### src/rtl/mem_stage.sv
// ---------------------------------------------------------------------------
// mem_stage: memory stage of the SCHOLAR RISC-V pipeline.
//
// Accepts the EXE->MEM payload under a valid/ready handshake. Performs loads
// and stores on a request/grant/response data bus, and presents a single-entry
// registered writeback payload to WB.
//
// Ports
//   clk_i, rst_i          clock, asynchronous active-high reset
//   exe_valid_i/ready_o   EXE handshake; ready_o feeds EXE mem_ready_i
//   exe_out_i             ALU result (memory address or GPR result)
//   op3_i                 store data
//   rd_i, gpr_we_i        destination register and its write enable
//   mem_ctrl_i            0 NOP,1 LB,2 LH,3 LW,4 LBU,5 LHU,6 SB,7 SH,8 SW, else NOP
//   dmem_*                data-memory bus (req/gnt, then rvalid response)
//   wb_ready_i/valid_o    WB handshake
//   wb_data_o, wb_rd_o, wb_we_o, misalign_o   writeback payload
// ---------------------------------------------------------------------------
module mem_stage #(
  parameter int unsigned ADDR_WIDTH = 32
) (
  input  logic                  clk_i,
  input  logic                  rst_i,
  // EXE -> MEM
  input  logic                  exe_valid_i,
  output logic                  ready_o,
  input  logic [31:0]           exe_out_i,
  input  logic [31:0]           op3_i,
  input  logic [4:0]            rd_i,
  input  logic [3:0]            mem_ctrl_i,
  input  logic                  gpr_we_i,
  // Data-memory bus
  output logic                  dmem_req_o,
  output logic                  dmem_we_o,
  output logic [ADDR_WIDTH-1:0] dmem_addr_o,
  output logic [3:0]            dmem_be_o,
  output logic [31:0]           dmem_wdata_o,
  input  logic                  dmem_gnt_i,
  input  logic                  dmem_rvalid_i,
  input  logic [31:0]           dmem_rdata_i,
  // MEM -> WB
  input  logic                  wb_ready_i,
  output logic                  valid_o,
  output logic [31:0]           wb_data_o,
  output logic [4:0]            wb_rd_o,
  output logic                  wb_we_o,
  output logic                  misalign_o
);

  typedef enum logic [1:0] {
    StIdle,
    StReq,
    StWait
  } state_e;

  // Access size encoding
  localparam logic [1:0] SzByte = 2'd0;
  localparam logic [1:0] SzHalf = 2'd1;
  localparam logic [1:0] SzWord = 2'd2;

  state_e r_state;
  state_e w_state_nxt;

  // Bus request registers
  logic                  r_we;
  logic [ADDR_WIDTH-1:0] r_addr;
  logic [3:0]            r_be;
  logic [31:0]           r_wdata;

  // Context of the in-flight access, needed when the response returns
  logic        r_is_load;
  logic        r_unsigned;
  logic [1:0]  r_size;
  logic [1:0]  r_lane;
  logic [4:0]  r_rd;
  logic        r_gpr_we;
  logic [31:0] r_exe_out;

  // Output register
  logic        r_valid;
  logic [31:0] r_wb_data;
  logic [4:0]  r_wb_rd;
  logic        r_wb_we;
  logic        r_misalign;

  logic        w_valid_nxt;
  logic [31:0] w_wb_data_nxt;
  logic [4:0]  w_wb_rd_nxt;
  logic        w_wb_we_nxt;
  logic        w_misalign_nxt;

  // Decode
  logic        w_is_load;
  logic        w_is_store;
  logic        w_is_mem;
  logic        w_unsigned;
  logic [1:0]  w_size;
  logic        w_misalign;
  logic        w_accept;
  logic        w_start_bus;
  logic [3:0]  w_be;
  logic [31:0] w_wdata;
  logic        w_resp;
  logic [31:0] w_load_data;
  logic [7:0]  w_rbyte;
  logic [15:0] w_rhalf;

  always_comb begin
    w_is_load  = 1'b0;
    w_is_store = 1'b0;
    w_unsigned = 1'b0;
    w_size     = SzWord;
    unique case (mem_ctrl_i)
      4'd1: begin w_is_load  = 1'b1; w_size = SzByte; end
      4'd2: begin w_is_load  = 1'b1; w_size = SzHalf; end
      4'd3: begin w_is_load  = 1'b1; w_size = SzWord; end
      4'd4: begin w_is_load  = 1'b1; w_size = SzByte; w_unsigned = 1'b1; end
      4'd5: begin w_is_load  = 1'b1; w_size = SzHalf; w_unsigned = 1'b1; end
      4'd6: begin w_is_store = 1'b1; w_size = SzByte; end
      4'd7: begin w_is_store = 1'b1; w_size = SzHalf; end
      4'd8: begin w_is_store = 1'b1; w_size = SzWord; end
      default: ;
    endcase
  end

  assign w_is_mem   = w_is_load | w_is_store;
  assign w_misalign = w_is_mem &&
                      (((w_size == SzHalf) && exe_out_i[0]) ||
                       ((w_size == SzWord) && (exe_out_i[1:0] != 2'b00)));

  // Can only take a new payload when idle and the output slot is (or becomes) free
  assign ready_o     = (r_state == StIdle) && (!r_valid || wb_ready_i);
  assign w_accept    = exe_valid_i && ready_o;
  assign w_start_bus = w_accept && w_is_mem && !w_misalign;
  assign w_resp      = (r_state == StWait) && dmem_rvalid_i;

  // Byte enables are shared by loads and stores of the same size
  always_comb begin
    unique case (w_size)
      SzByte:  w_be = 4'b0001 << exe_out_i[1:0];
      SzHalf:  w_be = exe_out_i[1] ? 4'b1100 : 4'b0011;
      default: w_be = 4'b1111;
    endcase
  end

  // Store data is lane-replicated so the memory only needs the byte enables
  always_comb begin
    w_wdata = 32'h0;
    if (w_is_store) begin
      unique case (w_size)
        SzByte:  w_wdata = {4{op3_i[7:0]}};
        SzHalf:  w_wdata = {2{op3_i[15:0]}};
        default: w_wdata = op3_i;
      endcase
    end
  end

  // Load extraction and extension
  always_comb begin
    unique case (r_lane)
      2'd0:    w_rbyte = dmem_rdata_i[7:0];
      2'd1:    w_rbyte = dmem_rdata_i[15:8];
      2'd2:    w_rbyte = dmem_rdata_i[23:16];
      default: w_rbyte = dmem_rdata_i[31:24];
    endcase
    w_rhalf = r_lane[1] ? dmem_rdata_i[31:16] : dmem_rdata_i[15:0];
    unique case (r_size)
      SzByte:  w_load_data = {{24{w_rbyte[7] & ~r_unsigned}}, w_rbyte};
      SzHalf:  w_load_data = {{16{w_rhalf[15] & ~r_unsigned}}, w_rhalf};
      default: w_load_data = dmem_rdata_i;
    endcase
  end

  // FSM next state
  always_comb begin
    w_state_nxt = r_state;
    unique case (r_state)
      StIdle:  if (w_start_bus)   w_state_nxt = StReq;
      StReq:   if (dmem_gnt_i)    w_state_nxt = StWait;
      StWait:  if (dmem_rvalid_i) w_state_nxt = StIdle;
      default: w_state_nxt = StIdle;
    endcase
  end

  always_ff @(posedge clk_i or posedge rst_i) begin
    if (rst_i) r_state <= StIdle;
    else       r_state <= w_state_nxt;
  end

  // Request fields are captured once at accept and held until grant
  always_ff @(posedge clk_i or posedge rst_i) begin
    if (rst_i) begin
      r_we       <= 1'b0;
      r_addr     <= '0;
      r_be       <= 4'h0;
      r_wdata    <= 32'h0;
      r_is_load  <= 1'b0;
      r_unsigned <= 1'b0;
      r_size     <= SzByte;
      r_lane     <= 2'd0;
      r_rd       <= 5'd0;
      r_gpr_we   <= 1'b0;
      r_exe_out  <= 32'h0;
    end else if (w_start_bus) begin
      r_we       <= w_is_store;
      r_addr     <= {exe_out_i[ADDR_WIDTH-1:2], 2'b00};
      r_be       <= w_be;
      r_wdata    <= w_wdata;
      r_is_load  <= w_is_load;
      r_unsigned <= w_unsigned;
      r_size     <= w_size;
      r_lane     <= exe_out_i[1:0];
      r_rd       <= rd_i;
      r_gpr_we   <= gpr_we_i;
      r_exe_out  <= exe_out_i;
    end
  end

  // Output register next state. The slot is empty during REQ/WAIT, so an
  // accept and a bus response can never collide.
  always_comb begin
    w_valid_nxt    = r_valid;
    w_wb_data_nxt  = r_wb_data;
    w_wb_rd_nxt    = r_wb_rd;
    w_wb_we_nxt    = r_wb_we;
    w_misalign_nxt = r_misalign;
    if (r_valid && wb_ready_i) w_valid_nxt = 1'b0;
    if (w_accept && !w_start_bus) begin
      // Non-memory op or misaligned access: completes without the bus
      w_valid_nxt    = 1'b1;
      w_wb_data_nxt  = exe_out_i;
      w_wb_rd_nxt    = rd_i;
      w_wb_we_nxt    = w_misalign ? 1'b0 : gpr_we_i;
      w_misalign_nxt = w_misalign;
    end else if (w_resp) begin
      w_valid_nxt    = 1'b1;
      w_wb_data_nxt  = r_is_load ? w_load_data : r_exe_out;
      w_wb_rd_nxt    = r_rd;
      w_wb_we_nxt    = r_is_load ? r_gpr_we : 1'b0;
      w_misalign_nxt = 1'b0;
    end
  end

  always_ff @(posedge clk_i or posedge rst_i) begin
    if (rst_i) begin
      r_valid    <= 1'b0;
      r_wb_data  <= 32'h0;
      r_wb_rd    <= 5'd0;
      r_wb_we    <= 1'b0;
      r_misalign <= 1'b0;
    end else begin
      r_valid    <= w_valid_nxt;
      r_wb_data  <= w_wb_data_nxt;
      r_wb_rd    <= w_wb_rd_nxt;
      r_wb_we    <= w_wb_we_nxt;
      r_misalign <= w_misalign_nxt;
    end
  end

  assign dmem_req_o   = (r_state == StReq);
  assign dmem_we_o    = r_we;
  assign dmem_addr_o  = r_addr;
  assign dmem_be_o    = r_be;
  assign dmem_wdata_o = r_wdata;

  assign valid_o    = r_valid;
  assign wb_data_o  = r_wb_data;
  assign wb_rd_o    = r_wb_rd;
  assign wb_we_o    = r_wb_we;
  assign misalign_o = r_misalign;

endmodule

### config.mk
export PLATFORM = sky130hd
export DESIGN_NAME = mem_stage
export DESIGN_NICKNAME = d
export VERILOG_FILES = /design/src/rtl/mem_stage.sv
export SDC_FILE = /design/constraint.sdc
export NUM_CORES = 1
export LEC_CHECK = 0
export CELL_PAD_IN_SITES_DETAIL_PLACEMENT = 1
export CELL_PAD_IN_SITES_GLOBAL_PLACEMENT = 1
export CORE_MARGIN = 4
export CORE_UTILIZATION = 34
export CTS_CLUSTER_SIZE = 16
export DETAILED_ROUTE_END_ITERATION = 10
export GPL_TIMING_DRIVEN = 0
export HOLD_SLACK_MARGIN = 0.06
export PLACE_DENSITY_LB_ADDON = 0.05
export RECOVER_POWER = 100
export SETUP_SLACK_MARGIN = 0.5
export SKIP_LAST_GASP = 1
export SYNTH_ARGS = -nofsm -noshare
export SYNTH_HDL_FRONTEND = slang
export SYNTH_SLANG_ARGS = --single-unit
### constraint.sdc
create_clock -name clk_i -period 5.8 [get_ports clk_i]
set_clock_uncertainty 0.15 [all_clocks]
set_input_delay 1.16 -clock clk_i [delete_from_list [all_inputs] [get_ports clk_i]]
set_output_delay 1.16 -clock clk_i [all_outputs]
set_load 0.1 [all_outputs]
==> summary.txt <==
RR Endpoint = wb_data_o[7]
Drt wl/cell = 22.3 um
Synth warn = 0
WS Path Type = input pin to flip-flop
Area Growth Syn to Fin = 47.1%
DP Area = 8890 um^2
FF+latch count, synth = 121
Max Fclk = 223 MHz
Drt pass-1 iters = 5
Placed cell count = 1,091
Top FF cell, synth = dfrtp_1
EDFF count, synth = 0
Diodes inserted = 0
Vias = 6,139
Initial Util = 35.1%
Reg-to-reg startpoint = r_state[1]
First-pass GRT wire length = 39,300 um
Max-slew headroom = -86.9%
Reg clk slew, reported paths = 50 ps
Mapped Area = 6400 um^2
Setup TNS Final = 0 ps
WHS Endpoint = dmem_wdata_o[8]
Sequential share of the synthesized area = 47.3%
Post-layout min period = 4470 ps
Number of DRC markers in iteration 0 = 320
H-tree depth = 4
Unrepaired setup endpoints after global routing = no
Final wirelength = 25,000 um
Fraction of registers with async set/reset = 100%
Clock buffer depth = 2
# setup viols final = 0
Failing checks = max-capacitance violations, max-slew violations
Cells on Worst Hold Path = 2
Worst R2R Setup Slack = 2920 ps
Fin crit share = 77.1%
Final Util = 51.7%
CTS Buf Count = 17
Initial antenna violation count = 0
Crit start category = input pin
Worst skew pair latency = 410 ps
Vias in the first global route = 6,838
Worst hold-check path type = flip-flop to flip-flop
Final HPWL DP = 18,600 um
Synth Area per Inst = 9.95 um^2
Status = complete, but fails checks
Global-route usage over all layers = 23.4%
Die area = 21,100 um^2
Ports = 223
DIE WIDTH = 145 um
Syn Inst Count = 643
Postcts setup bufs = 0
Drt drc = 0
Worst Min Path Start = dmem_wdata_o[8]
Max_cap viols = 1
Worst EP required = 5940 ps
R2R depth = 6
Core area = 18,200 um^2
GPL Wtd Cong = 0.919
Cell Rows = 49
TritonCTS sink count = 121
Critical Path AT = 4610 ps
Cell variety after synth = 58
Root buffer cell = clkbuf_16
CTS resizes = 0
Slew Viols, Final = 58
Commonest non-fill, non-tap cell in the layout = dfrtp_1
DRT antenna net count = 0
Die H = 145 um
Cell area after layout = 9410 um^2
Hold_buf cts = 0
Layout Cells excl Fill = 1,122
Fillers = 2,051
Vias per cell = 5.47
Layout Nets = 993
Largest net degree at the start of global routing = 65
Commonest non-fill, non-tap cells in the layout = 121 x dfrtp_1, 112 x dlygate4sd3_1, 105 x clkdlybuf4s50_1
Worst-margin pin slew = 2790 ps
Fin. Hold Viols = 0
Fraction of layout instances using a drive strength above 1 = 13.0%
Crit-path max FO = 10
Total grt overflow = 0
IO Port Bufs = 217
Crit. End Element = flip-flop
TritonCTS clock tree = built
## kinds of logic after synthesis
| kind of cell | count (synthesis) | share of synthesized area (%) |
|---|---|---|
| AND/OR/NAND/NOR | 167 | 12.6 |
| multiplexers | 64 | 11.0 |
| XOR/XNOR | 1 | 0.137 |
| AO/OA/AOI/OAI | 196 | 21.0 |
| buffers and inverters | 93 | 7.84 |
| flip-flops | 121 | 47.3 |
| other | 1 | 0.0586 |
## cell type report
| class | count | area, um^2 | share of cell area (%) |
|---|---|---|---|
| flip-flops and latches | 121 | 3030 | 32.2 |
| multi-input cells | 430 | 2850 | 30.3 |
| repair buffers | 218 | 2200 | 23.4 |
| clock buffers | 21 | 470 | 5.00 |
| plain buffers | 81 | 432 | 4.59 |
| well taps | 229 | 287 | 3.04 |
| clock inverters | 10 | 96.3 | 1.02 |
| inverters | 12 | 46.3 | 0.492 |
## synth_stat cells (7+ instances only)
cell type,number,area (um^2)
dfrtp_1,121,3030
nand2_1,79,297
a21oi_1,47,235
o21ai_0,43,215
mux2_2,39,439
buf_4,32,240
clkbuf_1,30,113
mux2i_1,22,220
o221ai_1,22,193
a22o_1,20,175
nor2b_1,18,113
nor2_1,17,63.8
nor3_1,16,80.1
buf_2,14,70.1
nand2b_1,12,75.1
inv_1,11,41.3
a221o_1,10,100
a22oi_1,9,67.6
a211oi_1,7,52.6
a21o_1,7,52.6
o22ai_1,7,43.8
## how the worst max path moves through the flow
| stage | startpoint | to | slack (ps) |
|---|---|---|---|
| 5_1_grt | mem_ctrl_i[3] | r_rd[4] | 1160 |
| 2_1_floorplan | rst_i | dmem_be_o[0] | 1280 |
| 4_1_cts | wb_ready_i | ready_o | 1410 |
| 3_5_place_dp | mem_ctrl_i[3] | wb_data_o[7] | 1270 |
| 3_3_place_gp | rst_i | r_rd[3] | -580 |
| 6_report | mem_ctrl_i[3] | r_rd[4] | 1330 |
## per-layer routing
metal	routed length, um	GRT usage (%)
met1	10700	29.4
met2	12500	40.5
met3	1460	5.52
met4	329	6.74
met5	0	0
## worst max-delay path: stages
cell and delay, ps:
dlygate4sd3_1 670, or3b_2 470, a211oi_1 340, or4_1 170, clkbuf_1 170, clkbuf_1 600
clkbuf_1 610, mux2_1 390
## state kept, by name, summed over array words and instances (netlist names), 2 cells and up
name,count
dmem_wdata_o,32
wb_data_o,32
r_exe_out,31
r_rd,5
wb_rd_o,5
dmem_be_o,4
r_size,2
r_state,2
## through the flow
step / hold WS (ps) / worst slack (ps)
finish: 319 / 1330
global placement: 311 / -585
global route: 352 / 1160
detailed placement: 322 / 1270
CTS: 333 / 1410
floorplan: 330 / 1280
Power is left out: the tool's default activity adds up to more than one toggle a clock period on the data nets, which glitch-free logic cannot reach.
